==> config.mk <==
export PLATFORM = sky130hd
export DESIGN_NAME = booth_pp_array
export DESIGN_NICKNAME = d
export VERILOG_FILES = /design/src/rtl/booth_pp_array.sv
export SDC_FILE = /design/constraint.sdc
export NUM_CORES = 1
export LEC_CHECK = 0
export ABC_AREA = 1
export CAP_MARGIN = 20
export CORE_ASPECT_RATIO = 0.8
export CORE_MARGIN = 10
export CORE_UTILIZATION = 35
export DETAILED_ROUTE_END_ITERATION = 8
export MAX_ROUTING_LAYER = met4
export SKIP_CTS_REPAIR_TIMING = 1
export SYNTH_ARGS = -nofsm -noshare
export SYNTH_HDL_FRONTEND = slang
export SYNTH_SLANG_ARGS = --single-unit
export TNS_END_PERCENT = 5
==> constraint.sdc <==
create_clock -name clk -period 2.12 [get_ports clk]
set_clock_uncertainty 0.2 [all_clocks]
set_input_delay 0.636 -clock clk [delete_from_list [all_inputs] [get_ports clk]]
set_output_delay 0.636 -clock clk [all_outputs]
set_load 0.01 [all_outputs]
==> src/rtl/booth_pp_array.sv <==
// booth_pp_array
//   Radix-4 Booth partial-product generator for one multiplier operand pair.
//   Every multiplier digit is encoded in parallel. The resulting rows (pp plus
//   complement bit) then pass through PIPE valid/ready register stages
//   together with a sideband tag.
//   Row i has weight 4^i. Sign-extension compensation is left to the
//   reduction tree.
//   Optional feature: define BOOTH_PP_UNSIGNED_EN to add the in_unsigned port
//   and one extra row (NPP = N/2+1) for unsigned operands. Without the macro
//   the block is signed-only with NPP = N/2.
module booth_pp_array #(
  parameter int W    = 16,
  parameter int N    = 16,
  parameter int PIPE = 1,
  parameter int TAGW = 4,
`ifdef BOOTH_PP_UNSIGNED_EN
  localparam int NPP = N / 2 + 1
`else
  localparam int NPP = N / 2
`endif
) (
  input  logic                  clk,
  input  logic                  rst,
  input  logic                  in_valid,
  output logic                  in_ready,
  input  logic [W-1:0]          in_y,
  input  logic [N-1:0]          in_x,
  input  logic [TAGW-1:0]       in_tag,
`ifdef BOOTH_PP_UNSIGNED_EN
  input  logic                  in_unsigned,
`endif
  output logic                  out_valid,
  input  logic                  out_ready,
  output logic [NPP*(W+1)-1:0]  out_pp,
  output logic [NPP-1:0]        out_cpl,
  output logic [TAGW-1:0]       out_tag
);

  localparam int PW = W + 1;   // width of one row
  localparam int ND = N / 2;   // digits formed from the multiplier itself

  // Reject unsupported parameter combinations at elaboration time.
  if ((N < 2) || (N % 2 != 0)) begin : g_bad_n
    $error("booth_pp_array: N must be even and >= 2");
  end
  if ((PIPE < 0) || (PIPE > 3)) begin : g_bad_pipe
    $error("booth_pp_array: PIPE must be in 0..3");
  end

  // ---------------------------------------------------------------------------
  // Encoder (ahead of stage 0, so every stage carries finished rows)
  // ---------------------------------------------------------------------------
  logic [N:0]        w_xpad;   // multiplier with the implicit x[-1] = 0 appended
  logic              w_uns;
  logic [PW-1:0]     w_ys;     // +y extended to row width
  logic [PW-1:0]     w_y2;     // +2y truncated to row width
  logic [NPP*PW-1:0] w_pp;
  logic [NPP-1:0]    w_cpl;

`ifdef BOOTH_PP_UNSIGNED_EN
  assign w_uns = in_unsigned;
`else
  assign w_uns = 1'b0;
`endif

  assign w_xpad = {in_x, 1'b0};
  assign w_ys   = {(w_uns ? 1'b0 : in_y[W-1]), in_y};
  assign w_y2   = {in_y, 1'b0};

  // One Booth digit -> {cpl, pp}. Negative multiples are sent as the one's
  // complement, and the owed +1 is returned in the cpl bit.
  function automatic logic [PW:0] booth_row(input logic [2:0]    dig,
                                            input logic [PW-1:0] ys,
                                            input logic [PW-1:0] y2);
    logic [PW:0] r;
    case (dig)
      3'b001, 3'b010: r = {1'b0, ys};
      3'b011:         r = {1'b0, y2};
      3'b100:         r = {1'b1, ~y2};
      3'b101, 3'b110: r = {1'b1, ~ys};
      default:        r = '0;            // 000 and 111 encode zero
    endcase
    return r;
  endfunction

  // Encode all digits in parallel. The top row exists only for unsigned operands.
  always_comb begin
    // NOTE: defaults first so that no path through the block can infer a latch.
    w_pp  = '0;
    w_cpl = '0;
    for (int i = 0; i < ND; i++) begin
      {w_cpl[i], w_pp[i*PW +: PW]} = booth_row(w_xpad[2*i +: 3], w_ys, w_y2);
    end
`ifdef BOOTH_PP_UNSIGNED_EN
    // An unsigned x behaves as {2'b00, x}, so its last digit is {0, 0, x[N-1]}.
    if (w_uns) begin
      {w_cpl[ND], w_pp[ND*PW +: PW]} = booth_row({2'b00, in_x[N-1]}, w_ys, w_y2);
    end
`endif
  end

  // ---------------------------------------------------------------------------
  // Pipeline
  // ---------------------------------------------------------------------------
  if (PIPE == 0) begin : g_comb
    assign out_valid = in_valid;
    assign in_ready  = out_ready;
    assign out_pp    = w_pp;
    assign out_cpl   = w_cpl;
    assign out_tag   = in_tag;
  end else begin : g_pipe
    logic [PIPE-1:0]   r_vld;
    logic [NPP*PW-1:0] r_pp  [PIPE];
    logic [NPP-1:0]    r_cpl [PIPE];
    logic [TAGW-1:0]   r_tag [PIPE];

    logic [PIPE-1:0]   w_load;          // stage k may take new contents this cycle
    logic [PIPE-1:0]   w_nvld;          // what stage k would load
    logic [NPP*PW-1:0] w_npp  [PIPE];
    logic [NPP-1:0]    w_ncpl [PIPE];
    logic [TAGW-1:0]   w_ntag [PIPE];

    assign w_nvld[0] = in_valid;
    assign w_npp[0]  = w_pp;
    assign w_ncpl[0] = w_cpl;
    assign w_ntag[0] = in_tag;

    for (genvar k = 1; k < PIPE; k++) begin : g_link
      assign w_nvld[k] = r_vld[k-1];
      assign w_npp[k]  = r_pp[k-1];
      assign w_ncpl[k] = r_cpl[k-1];
      assign w_ntag[k] = r_tag[k-1];
    end

    // Ready ripples back from the output. A stage can load when it is empty or
    // when its current contents leave in the same cycle.
    always_comb begin
      logic v_rdy;
      v_rdy  = out_ready;
      w_load = '0;
      for (int k = PIPE - 1; k >= 0; k--) begin
        v_rdy     = !r_vld[k] || v_rdy;
        w_load[k] = v_rdy;
      end
    end

    // Stage registers. Valid bits follow every load; data changes only when a
    // real operation arrives, so the outputs hold while idle.
    always_ff @(posedge clk or negedge rst) begin
      if (!rst) begin
        r_vld <= '0;
        // NOTE: data registers are reset too, because zero outputs are required after reset.
        for (int k = 0; k < PIPE; k++) begin
          r_pp[k]  <= '0;
          r_cpl[k] <= '0;
          r_tag[k] <= '0;
        end
      end else begin
        for (int k = 0; k < PIPE; k++) begin
          if (w_load[k]) begin
            r_vld[k] <= w_nvld[k];
            if (w_nvld[k]) begin
              r_pp[k]  <= w_npp[k];
              r_cpl[k] <= w_ncpl[k];
              r_tag[k] <= w_ntag[k];
            end
          end
        end
      end
    end

    assign in_ready  = w_load[0];
    assign out_valid = r_vld[PIPE-1];
    assign out_pp    = r_pp[PIPE-1];
    assign out_cpl   = r_cpl[PIPE-1];
    assign out_tag   = r_tag[PIPE-1];
  end

endmodule

==> reports/metrics.cfg <==
[clocking]
cts-root-buf = clkbuf_16
cts_tree = built
numCtsBuffers = 17
cts_sinks = 149
cts_buffer_depth = 2
cts-htree-levels = 4
insertion_delay_ns = 0.44
clk_pin_slew_worst_paths_ns = 0.07

[power_and_ir_drop]
p_sw_mw = 3.428
power_frac_seq_pct = 34.8
p_per_area_nw_per_um2 = 662.7
combinationalPowerShare_pct = 32.2
power.share.switching_pct = 34.00
power_frac_clock_pct = 33.0
p_leak_nw = 9.273
internal_power_mw = 6.656
peakVddDrop_uv = 589.5

[synth]
ys_types = 22
ys_ff_latch = 149
netlist_area_um2 = 10810
syn_avg_cell_area_um2 = 6.479
synth_seq_area_share_pct = 34.48
syn_nets = 1709
synth-warning-count = 0
synth_cells = 1669

[timing]
period_needed_ns = 2.179
relSlewSlack_pct = 70.61
holdWs_ns = 0.2657
setup_slack_ns = -0.05874
drv_slew = 0
tightest_slew_ns = 0.4403
max_freq_ghz = 0.4590
finalSetupViolCount = 1
final_hold_viol_count = 0
timing.final.crit_share_pct = 102.8
rsz0062_at_grt = true

[worst_setup_path]
crit_type = in2out
cp_data_arrival_time_ns = 1.34
cp-start-kind = primary input
cp.required_ns = 1.28
cp-end-kind = primary output
cp_max_fo = 2

[floorplanning]
rows = 57
ios = 190
start_util_pct = 35.59
die_h_um = 177.2
die-area_um2 = 38370
core-area_um2 = 30380
die-width_um = 216.5

[placement]
placed_cell_area_um2 = 14190
io_buffers = 189
detailed_place_hpwl_um = 31070
gp_congestion = 0.9542

[run_status]
violations = setup timing
outcome = complete, but fails checks

[grt]
grt_pass1_wl_um = 66540
grt_pass1_vias = 11530
grt_max_degree = 46
grt_use_total_pct = 22.47
grt-ovfl-total = 0
antenna_found_initial = 8

[min_path]
min_path_type = reg2reg

[detailed_routing]
antenna_left = 0
drtIter0Drc = 1700
wl_um = 43350
avgRoutedWirePerCell_um = 18.90
first_pass_iters = 5
route.detailed.drc = 0
vias_per_cell = 5.420
num_vias = 12430

[layout]
layout.nets = 1900
fin_util_pct = 50.09
area_delta_synth_final_pct = 40.73
fillers = 3001
drive_gt1_share_pct = 12.55
finalInstanceArea_um2 = 15220

[job]
max-cap-violations = 0

## cells by family after synthesis
group / count (synthesis) / share of synthesized area [%]
DFF: 149 / 34.48
buffers and inverters: 334 / 13.46
AOI/OAI and AO/OA: 46 / 2.279
and+or+nand+nor: 1140 / 49.79
## cell type report
| type | count | area (um2) | area share, % |
|---|---|---|---|
| inverter | 140 | 528.0 | 3.470 |
| multi-input combinational | 1186 | 5638 | 37.05 |
| clock inverter | 13 | 173.9 | 1.143 |
| clock buffer | 19 | 452.9 | 2.976 |
| antenna | 8 | 20.02 | 0.1315 |
| tap | 413 | 516.7 | 3.396 |
| timing repair buffer | 366 | 4160 | 27.34 |
| sequential | 149 | 3729 | 24.50 |
## flip-flops by register name, indices dropped and copies added (netlist names)
| name | flops |
|---|---|
| out_pp | 136 |
| out_cpl | 8 |
| out_tag | 4 |
| out_valid | 1 |
## stage by stage
stage	std cells	setup TNS, ns	power (mW)	worst slack [ns]
2_1_floorplan	1669	0	5.071	0.3625
5_1_grt	2294	-0.1107	10.62	-0.1107
3_3_place_gp	2253	-22.23	6.903	-0.5005
4_1_cts	2285	-13.02	10.30	-0.4944
3_5_place_dp	2253	-23.64	6.935	-0.4910
6_report	2294	-0.05874	10.08	-0.05874
## per-layer routing
metal / vias to the layer above / track usage [%] / wire [um]
met4: 0 / 7.182 / 791
met2: 626 / 31.46 / 18450
met3: 67 / 6.338 / 4584
li1: 5973 / - / -
met1: 5767 / 30.54 / 19520
met5: - / - / 0
## cell usage in the layout (no fill, tap or decap), drive strengths merged, types with 18 or more instances in the layout
cell type,netlist,layout
dfrtp,149,149
clkbuf,57,19
inv,140,142
nand3,267,267
clkdlybuf4s50,0,34
buf,137,182
nand4,260,260
nor2,20,20
dlymetal6s2s,0,149
a21oi,18,18
nand2,593,593
o21ai,24,24
## worst max-delay path, stage by stage
cell and delay [ns]:
clkdlybuf4s50_1 0.47, inv_2 0.05, nand2_2 0.05, buf_2 0.13
## final timing paths
| check | start | endpoint | slack (ns) | cells after the start |
|---|---|---|---|---|
| worst max-delay path | out_ready | in_ready | -0.06 | 4 |
| worst min-delay path | out_tag[3] | out_tag[3] | 0.27 | 2 |
| worst max register to register | out_valid | out_pp[50] | 0.56 | 6 |
| worst min register to register | out_tag[3] | out_tag[3] | 0.27 | 2 |
| max in group asynchronous | rst | out_pp[101] | 0.68 | 3 |
| min in group asynchronous | rst | out_pp[1] | 0.49 | 2 |
## synth_stat cells, drive strengths merged
| master | number | share of area (%) |
|---|---|---|
| o21ai | 24 | 1.1 |
| a21oi | 18 | 0.94 |
| clkbuf | 57 | 2.1 |
| a31oi | 4 | 0.23 |
| inv | 140 | 4.9 |
| nand3 | 267 | 12 |
| nand2 | 593 | 21 |
| nand4 | 260 | 15 |
| nor2 | 20 | 1.6 |
| dfrtp | 149 | 34 |
| buf | 137 | 6.5 |
## power by group through the flow
stage	clock network (mW)	logic (mW)	registers (mW)
floorplan	0	1.32	3.75
global placement	0	3.32	3.58
detailed placement	0	3.35	3.58
CTS	3.39	3.37	3.54
global route	3.50	3.55	3.57
finish	3.33	3.25	3.51
Power figures use the tool's default switching activity.
==> variant 1: new RTL, same flow settings <==
Add a define of `BOOTH_PP_UNSIGNED_EN`.
--- a/src/rtl/booth_pp_array.sv
+++ b/src/rtl/booth_pp_array.sv
@@ -10,2 +10,4 @@
 //   the block is signed-only with NPP = N/2.
+`define BOOTH_PP_UNSIGNED_EN
+
 module booth_pp_array #(
Interface: changed (added in_unsigned; resized out_cpl and out_pp); port bits go from 190 to 209. The function was not compared with the original's and may differ.
==> variant 1 against the original RTL <==
Worst setup slack better by 0.14 ns; sequential share of layout area is 1.5 points higher; synthesized cell count is 5.9% higher; combinational power is 4% higher; critical path depth is 4 higher; power is 3.2% higher; sequential cell count is 17 higher; via count is 7.1% higher; sequential power is 11% higher; cell area is 5.2% higher; synthesized area is 5.8% higher; routed wire length is 12% higher; critical endpoint is now out_pp[118]$_DFFE_PN0P_; largest cell class unchanged; highest routed layer unchanged.
==> variant 1: results (changes against the original RTL) <==
status: finished clean
Max FO, Critical Path: 19 (+17)
Avg WL per Cell: 20.0 um (+5.9%)
R2R Setup Slk: 0.42 ns (-0.14 ns)
Post-DP HPWL: 32.6 mm (+5.0%)
post-synthesis sequential area ratio: 0.363 (+0.0182)
first drt pass iteration count: 6 (+1)
filler instances: 3,207 (+6.9%)
Critical R2R Capture: out_pp[17]$_DFFE_PN0P_
area post-placement: 15,000 um^2 (+5.5%)
gr usage total: 0.235 (+0.0105)
Pleak: 9.96 nW (+7.4%)
first-pass GRT wire length: 73.8 mm (+11%)
vias per inst: 5.50 (+1.5%)
number of global-route vias before repair: 12,300 (+6.3%)
port bufs: 207 (+9.5%)
synth top area cells: dfrtp_1, nand2_1, nand3_1
final layout net count: 2,020 (+6.3%)
library cells used by synthesis: 24 (+9.1%)
antenna violations before repair: 1 (-7)
Worst IR Drop VDD: 436 uV (-26%)
layout cells sized above 1: 0.117 (-0.00800)
largest net degree at the start of global routing: 68 (+48%)
Routability Congestion: 0.941 (-1.4%)
Worst Path Arrival: 2.24 ns (+0.90 ns)
Iter 0 DRT Violations: 1,643 (-3.4%)
==> variant 1: layout make-up <==
type | instances | area, um^2 | area share
antenna | 1 | 2.50 | 0.000156
clock buffer | 17 | 425 | 0.0266
clock inverter | 15 | 155 | 0.00969
inverter | 147 | 557 | 0.0348
multi-input combinational | 1268 | 5900 | 0.369
sequential | 166 | 4160 | 0.260
tap | 427 | 534 | 0.0334
timing repair buffer | 379 | 4280 | 0.267
==> variant 1: per-layer routing <==
metal / vias up / share of wire / global-route usage
li1: 6280 / - / -
met1: 6241 / 0.43 / 0.306
met2: 703 / 0.46 / 0.356
met3: 92 / 0.086 / 0.0464
met4: 0 / 0.031 / 0.0856
met5: - / 0 / -
==> variant 1: worst max path at each step <==
| stage | startpoint | end | cells past startpoint |
|---|---|---|---|
| global route | in_x[1] | out_pp[17]$_DFFE_PN0P_ | 9 |
| detailed placement | in_x[1] | out_pp[29]$_DFFE_PN0P_ | 10 |
| global placement | out_ready | in_ready | 4 |
| finish | in_x[11] | out_pp[118]$_DFFE_PN0P_ | 8 |
| CTS | out_ready | in_ready | 4 |
| floorplan | in_x[6] | out_pp[52]$_DFFE_PN0P_ | 8 |
==> variant 1: power by group <==
part,internal (mW),switching (mW)
sequential,3.62,0.268
combinational,1.47,1.91
clock,1.58,1.56
==> variant 1: kinds of logic (layout without fill, tap and decap cells) <==
family,Yosys count,in the layout,share of synthesized area
simple gates,1208,1208,0.483
buf+inv,333,558,0.124
flops,166,166,0.363
compound gates,58,58,0.0294
other cells,1,2,0.000328
xor+xnor,1,1,0.000765
==> variant 1: stage by stage <==
step                total power, mW   util  cells  worst slack, ns  hold slack, ns
floorplan                      5.47      -   1767            0.263           0.140
global placement               7.42  0.462   2385           -0.511           0.258
detailed placement             7.44  0.462   2385           -0.541           0.263
CTS                            10.6  0.480   2417           -0.526          -0.112
global route                   10.9  0.494   2420           0.0314           0.293
finish                         10.4  0.494   2420           0.0770           0.272
==> variant 1: worst max-delay path, delay by kind of cell <==
kind | cells | cell delay [ns]
buffers and inverters | 2 | 0.74
and+or+nand+nor | 5 | 0.60
AOI/OAI and AO/OA | 1 | 0.25
==> variant 2: new RTL, same flow settings <==
Made on the original files. Make the reset (`rst`) synchronous in one clocked block.
--- a/src/rtl/booth_pp_array.sv
+++ b/src/rtl/booth_pp_array.sv
@@ -148,3 +148,3 @@
     // real operation arrives, so the outputs hold while idle.
-    always_ff @(posedge clk or negedge rst) begin
+    always_ff @(posedge clk) begin
       if (!rst) begin
Check against the original RTL: differs if rst is asserted again (counterexample within 4 cycles, from zero or initial values and one cycle with rst low); with rst held inactive, the same outputs for 4 cycles.
==> variant 2 against the original RTL <==
Routed wire length fell by 3.8%; core utilization rose by 1.6 points; worst setup slack improved by 0.13 ns; highest routed layer unchanged; critical path type is now in2reg; synthesized area fell by 2.2%; power fell by 12%; worst hold slack improved by 0.16 ns; sequential cell count did not move; cell area rose by 0.45%; die area fell by 1.9%; fmax rose by 6.2%.
==> variant 2: results (changes against the original RTL) <==
final layout net count: 1,712 (-9.9%)
Psw: 2.73 mW (-20%)
Worst path slowest cell: clkdlybuf4s50_1
r2r startpoint: out_valid$_SDFFE_PN0N_
met3 usage: 0.0482 (-0.0151)
Routability Congestion: 0.954 (about the same)
ys flop type: edfxtp_1
worst skew pair latency: 0.44 ns (about the same)
Tmin final: 2.05 ns (-0.127 ns)
GR met1 Demand/Resource: 0.284 (-0.0213)
Post-Synth Adder-Cell Area: 0 (unchanged)
Fin. Hold Viols: 0 (unchanged)
Setup crit end: g_pipe.r_pp[0][62]$_SDFFCE_PN0P_
Worst IR Drop VDD: 527 uV (-11%)
filler instances: 2,765 (-7.9%)
library cells used by synthesis: 29 (+32%)
R2R Setup Slk: 0.40 ns (-0.16 ns)
Worst Path Arrival: 2.10 ns (+0.76 ns)
worst-margin pin slew: 0.440 ns (-0.000757 ns)
met1 wire length: 17.6 mm (-9.7%)
Max Root-Sink Buffers: 2 (unchanged)
met2 usage: 0.342 (+0.0273)
Max FO, Critical Path: 14 (+12)
first-pass GRT wire length: 62.6 mm (-5.9%)
wire length on met3: 4.06 mm (-11%)
asr flop ratio synth: 0 (-1.00)
vias after detailed routing: 11,200 (-9.9%)
Warnings, synthesis: 0 (unchanged)
layout cells sized above 1: 0.201 (+0.0751)
Post-synth EDFFs: 148 (+148)
largest net degree at the start of global routing: 42 (-8.7%)
pre-CTS setup slack: -0.447 ns (+0.0445 ns)
Post-DP HPWL: 30.4 mm (-2.1%)
Synth Area in Compound Gates: 0.0835 (+0.0607)
gr usage total: 0.218 (-0.00621)
antenna violations before repair: 0 (-8)
status: finished clean
Iter 0 DRT Violations: 1,432 (-16%)
clock-pin slew on the worst setup and hold paths: 0.07 ns (about the same)
synth top area cells: edfxtp_1, nand2_1, nand3_1
top routing layer in use: met4
most frequent cells after synthesis: nand2_1, nand3_1, inv_1
worst r2r path cells: 7 (+1)
Synth Area in XOR/XNOR: 0 (unchanged)
biggest regs: g_pipe.r_pp: 136 flops, g_pipe.r_cpl: 8 flops, g_pipe.r_tag: 4 flops
Critical R2R Capture: g_pipe.r_pp[0][118]$_SDFFCE_PN0P_
final WL: 41.7 mm (-3.8%)
post-synthesis sequential area ratio: 0.422 (+0.0772)
HP Class: in2reg
number of global-route vias before repair: 10,500 (-8.9%)
Pleak: 8.78 nW (-5.3%)
ANT cells: 0 (-8)
Critical Path Source: in_x[6]
pins over their slew limit: 0 (unchanged)
routed wl met2: 19.4 mm (+5.1%)
CP peak stage delay: 0.54 ns (+0.07 ns)
[variant 2: stage by stage]
stage          cells  instance area (um^2)  TNS (ns)
2_1_floorplan   1379                 10600         0
3_3_place_gp    2059                 14400    -84.82
3_5_place_dp    2059                 14400    -84.72
4_1_cts         2091                 14900     -8.67
5_1_grt         2091                 15300         0
6_report        2091                 15300         0
[variant 2: power groups by stage]
stage                     clock network [mW]  logic, mW  registers, mW
after floorplan                            0       1.04           3.77
after global placement                     0       2.41           3.66
after detailed placement                   0       2.44           3.65
after CTS                               2.95       2.45           3.60
after global routing                    3.07       2.57           3.61
final                                   2.90       2.40           3.58
[variant 2: final cells by class]
| type | instances | area share |
|---|---|---|
| clock buffers | 18 | 0.0281 |
| well taps | 406 | 0.0332 |
| flip-flops and latches | 149 | 0.292 |
| repair buffers | 425 | 0.296 |
| multi-input cells | 920 | 0.304 |
| inverters | 159 | 0.0392 |
| clock inverters | 14 | 0.00745 |
[variant 2: cells by family after synthesis]
group	after synthesis
DFF	149
and+or+nand+nor	768
buffers and inverters	310
AOI/OAI and AO/OA	152
[variant 2: tightest hold or removal path, cell delays in order]
cell and delay [ns]:
dlymetal6s2s_1 0.08, inv_1 0.05, nand2_2 0.06, buf_4 0.12, a21oi_1 0.06
[variant 2: how the worst min path moves through the flow]
stage	from	to	slack, ns	cells after the start
CTS	out_valid$_SDFFE_PN0N_	out_valid$_SDFFE_PN0N_	0.43	3
floorplan	out_valid$_SDFFE_PN0N_	out_valid$_SDFFE_PN0N_	0.39	2
global route	out_ready	out_valid$_SDFFE_PN0N_	0.43	5
finish	out_ready	out_valid$_SDFFE_PN0N_	0.42	5
detailed placement	out_valid$_SDFFE_PN0N_	out_valid$_SDFFE_PN0N_	0.42	3
global placement	out_valid$_SDFFE_PN0N_	out_valid$_SDFFE_PN0N_	0.43	3
